==> src/rtl/fetch_ctrl_if.sv <==
// Instruction-memory port: single outstanding request/response.
interface fetch_ctrl_if;
  localparam int unsigned XLEN = 32;

  logic            imem_req;
  logic [XLEN-1:0] imem_addr;
  logic            imem_ack;
  logic            imem_rvalid;
  logic [XLEN-1:0] imem_rdata;

  modport master (
    output imem_req,
    output imem_addr,
    input  imem_ack,
    input  imem_rvalid,
    input  imem_rdata
  );

  modport slave (
    input  imem_req,
    input  imem_addr,
    output imem_ack,
    output imem_rvalid,
    output imem_rdata
  );
endinterface

==> src/rtl/fetch_ctrl.sv <==
// Fetch sequencer: owns the fetch PC, issues one imem request at a time,
// applies prioritized redirects, drops stale responses and holds the fetched
// instruction until decode takes it.
module fetch_ctrl #(
  parameter logic [31:0] RESET_PC   = 32'h0000_0000,
  parameter logic [31:0] EXC_VECTOR = 32'h0000_0380
) (
  input  logic         clk,
  input  logic         rst,
  input  logic         stall,
  input  logic         exc_valid,
  input  logic         eret_valid,
  input  logic [31:0]  epc,
  input  logic         is_branch_taken,
  input  logic [31:0]  branch_address,
  fetch_ctrl_if.master imem,
  output logic         if_valid,
  output logic [31:0]  if_pc,
  output logic [31:0]  if_inst,
  output logic [31:0]  pc_address
);
  localparam int unsigned XLEN = 32;

  typedef enum logic [1:0] {S_REQ, S_WAIT, S_HOLD} state_t;

  state_t          state_q, state_d;
  logic [XLEN-1:0] pc_q, pc_d;
  logic            drop_q, drop_d;
  logic            if_valid_q, if_valid_d;
  logic [XLEN-1:0] if_pc_q, if_pc_d;
  logic [XLEN-1:0] if_inst_q, if_inst_d;
  logic            redirect;
  logic [XLEN-1:0] target;

  // Redirect request and its prioritized target.
  always_comb begin
    redirect = exc_valid | eret_valid | is_branch_taken;
    if (exc_valid)       target = EXC_VECTOR;
    else if (eret_valid) target = epc;
    else                 target = branch_address;
  end

  // State and datapath registers.
  always_ff @(posedge clk or negedge rst) begin
    if (!rst) begin
      state_q    <= S_REQ;
      pc_q       <= RESET_PC;
      drop_q     <= 1'b0;
      if_valid_q <= 1'b0;
      if_pc_q    <= '0;
      if_inst_q  <= '0;
    end else begin
      state_q    <= state_d;
      pc_q       <= pc_d;
      drop_q     <= drop_d;
      if_valid_q <= if_valid_d;
      if_pc_q    <= if_pc_d;
      if_inst_q  <= if_inst_d;
    end
  end

  // Next-state and datapath update.
  always_comb begin
    state_d    = state_q;
    pc_d       = pc_q;
    drop_d     = drop_q;
    if_valid_d = if_valid_q;
    if_pc_d    = if_pc_q;
    if_inst_d  = if_inst_q;
    case (state_q)
      S_REQ: begin
        if (redirect) pc_d = target;
        if (imem.imem_ack) begin
          state_d = S_WAIT;
          if (redirect) drop_d = 1'b1;
        end
      end
      S_WAIT: begin
        if (imem.imem_rvalid) begin
          if (drop_q || redirect) begin
            drop_d  = 1'b0;
            state_d = S_REQ;
            if (redirect) pc_d = target;
          end else begin
            if_inst_d  = imem.imem_rdata;
            if_pc_d    = pc_q;
            if_valid_d = 1'b1;
            state_d    = S_HOLD;
          end
        end else if (redirect) begin
          pc_d   = target;
          drop_d = 1'b1;
        end
      end
      S_HOLD: begin
        if (redirect) begin
          if_valid_d = 1'b0;
          pc_d       = target;
          state_d    = S_REQ;
        end else if (!stall) begin
          if_valid_d = 1'b0;
          pc_d       = pc_q + XLEN'(4);
          state_d    = S_REQ;
        end
      end
      default: state_d = S_REQ;
    endcase
  end

  // Request is held low asynchronously during reset.
  assign imem.imem_req  = rst & (state_q == S_REQ);
  assign imem.imem_addr = pc_q;
  assign pc_address     = pc_q;
  assign if_valid       = if_valid_q;
  assign if_pc          = if_pc_q;
  assign if_inst        = if_inst_q;
endmodule

==> src/flat_wrapper.sv <==
// flat-port wrapper written by rule: the top's interface ports become plain ports
module fetch_ctrl_flat 
#(
  parameter logic [31:0] RESET_PC   = 32'h0000_0000,
  parameter logic [31:0] EXC_VECTOR = 32'h0000_0380
)
  (clk, rst, stall, exc_valid, eret_valid, epc, is_branch_taken, branch_address, if_valid, if_pc, if_inst, pc_address, imem_imem_req, imem_imem_addr, imem_imem_ack, imem_imem_rvalid, imem_imem_rdata);
  fetch_ctrl_if imem_i ();
  input  logic clk;
  input  logic rst;
  input  logic stall;
  input  logic exc_valid;
  input  logic eret_valid;
  input  logic [31:0] epc;
  input  logic is_branch_taken;
  input  logic [31:0] branch_address;
  output logic if_valid;
  output logic [31:0] if_pc;
  output logic [31:0] if_inst;
  output logic [31:0] pc_address;
  output wire logic [$bits(imem_i.imem_req)-1:0] imem_imem_req;
  output wire logic [$bits(imem_i.imem_addr)-1:0] imem_imem_addr;
  input wire logic [$bits(imem_i.imem_ack)-1:0] imem_imem_ack;
  input wire logic [$bits(imem_i.imem_rvalid)-1:0] imem_imem_rvalid;
  input wire logic [$bits(imem_i.imem_rdata)-1:0] imem_imem_rdata;
  assign imem_imem_req = imem_i.imem_req;
  assign imem_imem_addr = imem_i.imem_addr;
  assign imem_i.imem_ack = imem_imem_ack;
  assign imem_i.imem_rvalid = imem_imem_rvalid;
  assign imem_i.imem_rdata = imem_imem_rdata;
  fetch_ctrl #(.RESET_PC(RESET_PC), .EXC_VECTOR(EXC_VECTOR)) u_core (.clk(clk), .rst(rst), .stall(stall), .exc_valid(exc_valid), .eret_valid(eret_valid), .epc(epc), .is_branch_taken(is_branch_taken), .branch_address(branch_address), .imem(imem_i), .if_valid(if_valid), .if_pc(if_pc), .if_inst(if_inst), .pc_address(pc_address));
endmodule
==> config.mk <==
export PLATFORM = sky130hd
export DESIGN_NAME = fetch_ctrl_flat
export DESIGN_NICKNAME = d
export VERILOG_FILES = /design/src/rtl/fetch_ctrl_if.sv /design/src/rtl/fetch_ctrl.sv /design/src/flat_wrapper.sv
export SDC_FILE = /design/constraint.sdc
export NUM_CORES = 1
export LEC_CHECK = 0
export ABC_AREA = 1
export CAP_MARGIN = 10
export CORE_UTILIZATION = 48
export CTS_BUF_LIST = sky130_fd_sc_hd__clkbuf_8
export DETAILED_ROUTE_END_ITERATION = 10
export GPL_ROUTABILITY_DRIVEN = 0
export PLACE_DENSITY = 0.86
export SYNTH_ARGS = -nofsm -noshare
export SYNTH_HDL_FRONTEND = slang
export SYNTH_SLANG_ARGS = --single-unit
==> constraint.sdc <==
create_clock -name clk -period 3.8 [get_ports clk]
set_input_delay 0.76 -clock clk [delete_from_list [all_inputs] [get_ports clk]]
set_output_delay 0.76 -clock clk [all_outputs]
set_load 0.01 [all_outputs]
==> results of run 1 <==
synth_stat cells, types with 9 or more instances:
cell type | number | area (um^2)
sky130_fd_sc_hd__clkbuf_1 | 9 | 33.8
sky130_fd_sc_hd__inv_1 | 54 | 203
sky130_fd_sc_hd__a21oi_1 | 24 | 120
sky130_fd_sc_hd__buf_4 | 33 | 248
sky130_fd_sc_hd__o21ai_0 | 60 | 300
sky130_fd_sc_hd__dfrtp_1 | 100 | 2500
sky130_fd_sc_hd__nor2_1 | 64 | 240
sky130_fd_sc_hd__mux2_2 | 34 | 383
sky130_fd_sc_hd__o211ai_1 | 9 | 67.6
sky130_fd_sc_hd__or2_2 | 10 | 62.6
sky130_fd_sc_hd__buf_2 | 14 | 70.1
sky130_fd_sc_hd__nand2_1 | 159 | 597
sky130_fd_sc_hd__nand3_1 | 30 | 150
final cells by class:
| cell class | instances | area [um^2] | share of cell area [%] |
|---|---|---|---|
| multi-input combinational | 450 | 2430 | 30.7 |
| clock buffer | 10 | 138 | 1.74 |
| clock inverter | 6 | 55.1 | 0.695 |
| inverter | 58 | 218 | 2.75 |
| sequential | 100 | 2500 | 31.6 |
| tap | 140 | 175 | 2.21 |
| timing repair buffer | 241 | 2400 | 30.3 |
cells by family (layout without fill, tap and decap cells):
kind of cell | count (synthesis) | after routing | share of synthesized area (%)
xor gates and xnor gates | 7 | 7 | 1.11
AOI/OAI and AO/OA | 116 | 116 | 11.4
buffers and inverters | 119 | 315 | 11.3
DFF | 100 | 100 | 45.1
adders and majority gates | 1 | 1 | 0.225
and+or+nand+nor | 284 | 284 | 22.3
muxes | 42 | 42 | 8.53
metal layers:
layer	GRT usage, %	vias to the layer above	wire length [um]
met1	36.2	2557	6560
met4	14.3	0	575
li1	-	2520	-
met2	48.8	358	8170
met3	6.16	62	1760
met5	0	-	0
worst max path at each step:
stage | startpoint | end | slack, ns
after floorplan | eret_valid | u_core.if_inst[25] | 1.89
after global placement | eret_valid | u_core.imem.imem_addr[29] | 0.46
after detailed placement | eret_valid | u_core.imem.imem_addr[10] | 0.32
after CTS | eret_valid | u_core.imem.imem_addr[10] | 0.70
after global routing | eret_valid | u_core.imem.imem_addr[10] | 0.43
final | eret_valid | u_core.imem.imem_addr[29] | 0.62
power breakdown:
part	internal [mW]	total [mW]	switching (mW)
combinational	0.566	0.957	0.391
sequential	1.24	1.37	0.132
clock	0.269	0.668	0.399
total	2.07	2.99	0.922
sequential cells by signal (all words and copies together), names as in the netlist:
register               count
u_core.imem.imem_addr     32
u_core.state_q             2
u_core.if_inst            32
u_core.if_valid            1
u_core.drop_q              1
u_core.if_pc              32
per-stage QoR:
step                hold slack, ns  setup slack, ns  total power [mW]  util [%]
floorplan                    0.464             1.89              1.76         -
global placement             0.466            0.458              2.32      70.0
detailed placement           0.472            0.324              2.35      70.0
CTS                          0.496            0.704              3.01      71.8
global route                 0.504            0.427              3.16      71.8
finish                       0.469            0.621              2.99      71.8
==> results.yml, run 1 <==
setup_path:
  critPathRequiredTime_ns: 4.07
  worstReg2RegEnd: "u_core.imem.imem_addr[10]"
  cp-start-kind: "primary input"
  setup.reg_to_reg.worst_slack_ns: 1.58
  cpMaxStageDelayCell: "sky130_fd_sc_hd__clkdlybuf4s50_1"
  critPathMaxFanout: 26
  criticalPathCategory: "primary input to flop"
  worstPathBufferInverterCount: 3
  critical-path-max-stage-delay_ns: 0.92
  critPathTopFamily: "buffers and inverters"
  worstSetupPathDepth: 7
  r2r_cells: 8
  timing.rr.start: "u_core.state_q[1]"
  critical_path.cell_chain: "clkdlybuf4s50_1 -> clkinv_1 -> o21ai_0 -> o22ai_1 -> nand3b_1 -> nand2_1 -> inv_1"
  worst_setup_path_end_kind: "flop"
  worstPathArrival_ns: 3.45
status:
  outcome: "finished clean"
sta:
  finalWorstPathRequiredPeriod_ns: 3.18
  timing.final.hold_violations: 0
  slew-limit-headroom_pct: 43.1
  skew_ns: 0.0124
  rsz_0062_raised_after_global_routing: "no"
  final-max-slew-violation-count: 0
  timing.fmax_ghz: 0.315
  finalSetupViolCount: 0
  timing.setup.tns_ns: 0
  period_share_pct: 83.7
  worstMarginPinSlew_ns: 0.848
clock_tree:
  clock_path_buffers: 2
  postCtsHoldBufs: 0
  cts_resized: 0
  post-cts-setup-buffer-count: 0
  cts_tree: "done"
  cts_root_buf: "sky130_fd_sc_hd__clkbuf_8"
  cts_inserted_buffers: 9
  tritoncts_num_sinks: 100
  clk_transition_reported_paths_ns: 0.10
  clock_latency_ns: 0.37
  htreeDepth: 3
job:
  max_cap_violations: 0
final_layout:
  commonest_non_fill_non_tap_cell_in_the_layout: "sky130_fd_sc_hd__clkdlybuf4s50_1"
  design.final.nets: 965
  mostFrequentLayoutCells: "sky130_fd_sc_hd__clkdlybuf4s50_1 (232), sky130_fd_sc_hd__nand2_1 (159), sky130_fd_sc_hd__dfrtp_1 (100), sky130_fd_sc_hd__nor2_1 (64), sky130_fd_sc_hd__o21ai_0 (60)"
  layout.cell_area.non_filler_um2: 7920
  share_of_layout_cells_above_drive_strength_1_pct: 10.3
  antennaDiodeCount: 0
  flow.area_growth_from_synthesis_pct: 42.7
  final-instance-count-excl-fill: 1005
  filler_cell_count: 841
synthesis:
  synth-seq-area-share_pct: 45.1
  synth_nets: 774
  dominant_register_cell_in_the_synthesized_netlist: "sky130_fd_sc_hd__dfrtp_1"
  postSynthRegisterBits: 100
  syn-cell-area_um2: 5550
  syn_avg_cell_area_um2: 8.29
  distinct_cell_type_count_after_synthesis: 35
  synth-warning-count: 0
  post_synth_edffs: 0
  synthArstFlopShare_pct: 100
  syn_inst: 669
global_routing:
  wire_length_of_the_first_global_routing_pass_mm: 26.7
  number_of_global_route_vias_before_repair: 5458
  grtUsageTotal_pct: 29.3
  grt_max_degree: 58
  initial_antenna_violation_count: 0
  remaining_global_route_overflow: 0
detailed_routing:
  drt_wl_total_mm: 17.1
  avgViaCountPerCell: 5.47
  drt_iter0_drc: 372
  dr_total_vias: 5497
  route.detailed.wl_per_inst_um: 17.0
  drtAntennaViolNets: 0
  drcViolationCount: 0
  detail_route.first_pass.iterations: 5
worst_hold_path:
  hold_path_class: "primary input to async pin"
placed_design:
  port-buffer-count: 233
  detailedPlacementHpwl_mm: 12.9
  place_area_um2: 7720
  post-place-cells: 989
floorplan:
  fp.coreArea_um2: 11000
  die_height_um: 110
  start_util_pct: 50.3
  fp.dieArea_um2: 12000
  die_width_um: 110
  rows: 38
  io_pins: 234
power_and_ir_drop:
  p_per_area_nw_per_um2: 378
  cellLeakagePower_nw: 3.57
  power.ir.vdd_worst_v: 0.000234
No activity file was read; power rests on OpenSTA's default activity.
==> inputs of run 2 (changes only) <==
--- a/config.mk
+++ b/config.mk
@@ -7,11 +7,11 @@
 export LEC_CHECK = 0
 export ABC_AREA = 1
 export CAP_MARGIN = 10
-export CORE_UTILIZATION = 48
+export CORE_UTILIZATION = 40
 export CTS_BUF_LIST = sky130_fd_sc_hd__clkbuf_8
 export DETAILED_ROUTE_END_ITERATION = 10
 export GPL_ROUTABILITY_DRIVEN = 0
-export PLACE_DENSITY = 0.86
+export PLACE_DENSITY = 0.76
 export SYNTH_ARGS = -nofsm -noshare
 export SYNTH_HDL_FRONTEND = slang
 export SYNTH_SLANG_ARGS = --single-unit
==> constraint.sdc (replaced) <==
create_clock -name clk -period 2.55 [get_ports clk]
set_input_delay 0.51 -clock clk [delete_from_list [all_inputs] [get_ports clk]]
set_output_delay 0.51 -clock clk [all_outputs]
set_load 0.01 [all_outputs]
==> run 2 against run 1 <==
Net effect: routed wire length shrank 1.2%; non-clock buffer count grew 12; sequential share of layout area shrank 0.87 points; first-iteration DRC count grew 1.3%; design area grew 2.8%; die area grew 20%; global-route usage shrank 4.8 points; clock skew shrank 0.0018 ns; total power grew 55%; core utilization shrank 11 points; count of clock-buffer cells in the layout is the same.
==> results.yml, run 2 (synthesized netlist as in run 1, its figures left out) <==
status:
  outcome: "finished clean"
clock_tree:
  cts_resized: 0
  postCtsHoldBufs: 0
  clk_transition_reported_paths_ns: 0.10
  clock_path_buffers: 2
  htreeDepth: 3
  clock_latency_ns: 0.38
  cts_root_buf: "sky130_fd_sc_hd__clkbuf_8"
  tritoncts_num_sinks: 100
  post-cts-setup-buffer-count: 0
  cts_tree: "done"
  cts_inserted_buffers: 9
final_layout:
  final-instance-count-excl-fill: 1053
  seq_area_um2: 2500
  commonest_non_fill_non_tap_cell_in_the_layout: "sky130_fd_sc_hd__clkdlybuf4s50_1"
  flow.area_growth_from_synthesis_pct: 46.8
  filler_cell_count: 1196
  design.final.nets: 977
  antennaDiodeCount: 0
  multi_input_comb_area_um2: 2430
  mostFrequentLayoutCells: "sky130_fd_sc_hd__clkdlybuf4s50_1 (232), sky130_fd_sc_hd__nand2_1 (159), sky130_fd_sc_hd__dfrtp_1 (100), sky130_fd_sc_hd__nor2_1 (64), sky130_fd_sc_hd__o21ai_0 (60)"
  share_of_layout_cells_above_drive_strength_1_pct: 11.5
job:
  max_cap_violations: 0
global_routing:
  initial_antenna_violation_count: 0
  number_of_global_route_vias_before_repair: 5233
  grt_max_degree: 101
  wire_length_of_the_first_global_routing_pass_mm: 27.0
  remaining_global_route_overflow: 0
  grtUsageTotal_pct: 24.5
sta:
  fin_ws_ns: 0.301
  finalSetupViolCount: 0
  skew_ns: 0.0106
  rsz_0062_raised_after_global_routing: "no"
  finalWorstPathRequiredPeriod_ns: 2.25
  worstMarginPinSlew_ns: 0.554
  period_share_pct: 88.2
  final-max-slew-violation-count: 0
  slew-limit-headroom_pct: 63.1
  timing.fmax_ghz: 0.445
  timing.final.hold_violations: 0
  timing.setup.tns_ns: 0
floorplan:
  die_width_um: 120
  rows: 42
  start_util_pct: 41.4
  io_pins: 234
  fp.coreArea_um2: 13400
  fp.dieArea_um2: 14300
  die_height_um: 120
detailed_routing:
  detail_route.first_pass.iterations: 5
  drcViolationCount: 0
  avgViaCountPerCell: 5.10
  drt_wl_total_mm: 16.9
  drtAntennaViolNets: 0
  route.detailed.wl_per_inst_um: 16.0
  drt_iter0_drc: 377
  dr_total_vias: 5368
setup_path:
  worst_setup_path_end_kind: "primary output"
  criticalPathCategory: "flop to primary output"
  cp-start-kind: "flop"
  critPathMaxFanout: 6
  critPathRequiredTime_ns: 2.04
  worstPathArrival_ns: 1.74
placed_design:
  detailedPlacementHpwl_mm: 13.0
  pre_cts_setup_slack_ns: 0.200
  post-place-cells: 1037
  port-buffer-count: 233
power_and_ir_drop:
  power.ir.vdd_worst_v: 0.000329
  p_per_area_nw_per_um2: 571
  cellLeakagePower_nw: 3.66
worst_hold_path:
  hold_path_class: "primary input to async pin"
==> run 2: worst paths after layout <==
| path | to | slack, ns | from | cells after the start |
|---|---|---|---|---|
| min in group clk | u_core.if_pc[11] | 0.49 | u_core.if_pc[11] | 2 |
| hold / removal | u_core.if_inst[22] | 0.23 | rst | 2 |
| setup reg to reg | u_core.imem.imem_addr[30] | 0.60 | u_core.imem.imem_addr[2] | 10 |
| setup / recovery | imem_imem_req | 0.30 | u_core.state_q[1] | 4 |
| max in group asynchronous | u_core.if_inst[18] | 1.90 | rst | 2 |
| hold reg to reg | u_core.if_pc[11] | 0.49 | u_core.if_pc[11] | 2 |
==> run 2: layout make-up <==
type / instances / area share (%)
tap: 176 / 2.70
inverter: 58 / 2.67
multi-input combinational: 450 / 29.8
clock inverter: 6 / 1.15
clock buffer: 10 / 1.69
sequential: 100 / 30.7
timing repair buffer: 253 / 31.2
==> run 2: critical path, cell delays in order, from the launching register on <==
cell	delay (ns)
sky130_fd_sc_hd__dfrtp_1	0.47
sky130_fd_sc_hd__nor2_1	0.18
sky130_fd_sc_hd__inv_1	0.07
sky130_fd_sc_hd__nor2_1	0.09
sky130_fd_sc_hd__clkdlybuf4s50_1	0.55
==> run 2: per-layer routing <==
layer	vias to the layer above	GRT usage [%]	routed length [um]
met2	284	40.4	7960
met3	28	5.04	1490
met4	0	9.61	312
met1	2500	31.4	7090
li1	2556	-	-
met5	-	0	0
==> run 2: power by group <==
part	leakage [nW]	total, mW	switching (mW)	internal, mW
Combinational	2.24	1.43	0.570	0.856
Sequential	1.31	2.03	0.195	1.84
Clock	0.113	1.19	0.602	0.589
Total	3.66	4.65	1.37	3.29
==> run 2: stage by stage <==
stage / area [um^2] / total power, mW / utilization (%) / hold WS [ns]
after floorplan: 5550 / 2.62 / - / 0.214
after global placement: 7910 / 3.48 / 59.0 / 0.467
after detailed placement: 7910 / 3.50 / 59.0 / 0.473
after CTS: 8140 / 4.70 / 60.8 / 0.266
after global routing: 8140 / 4.89 / 60.8 / 0.266
final: 8140 / 4.65 / 60.8 / 0.228
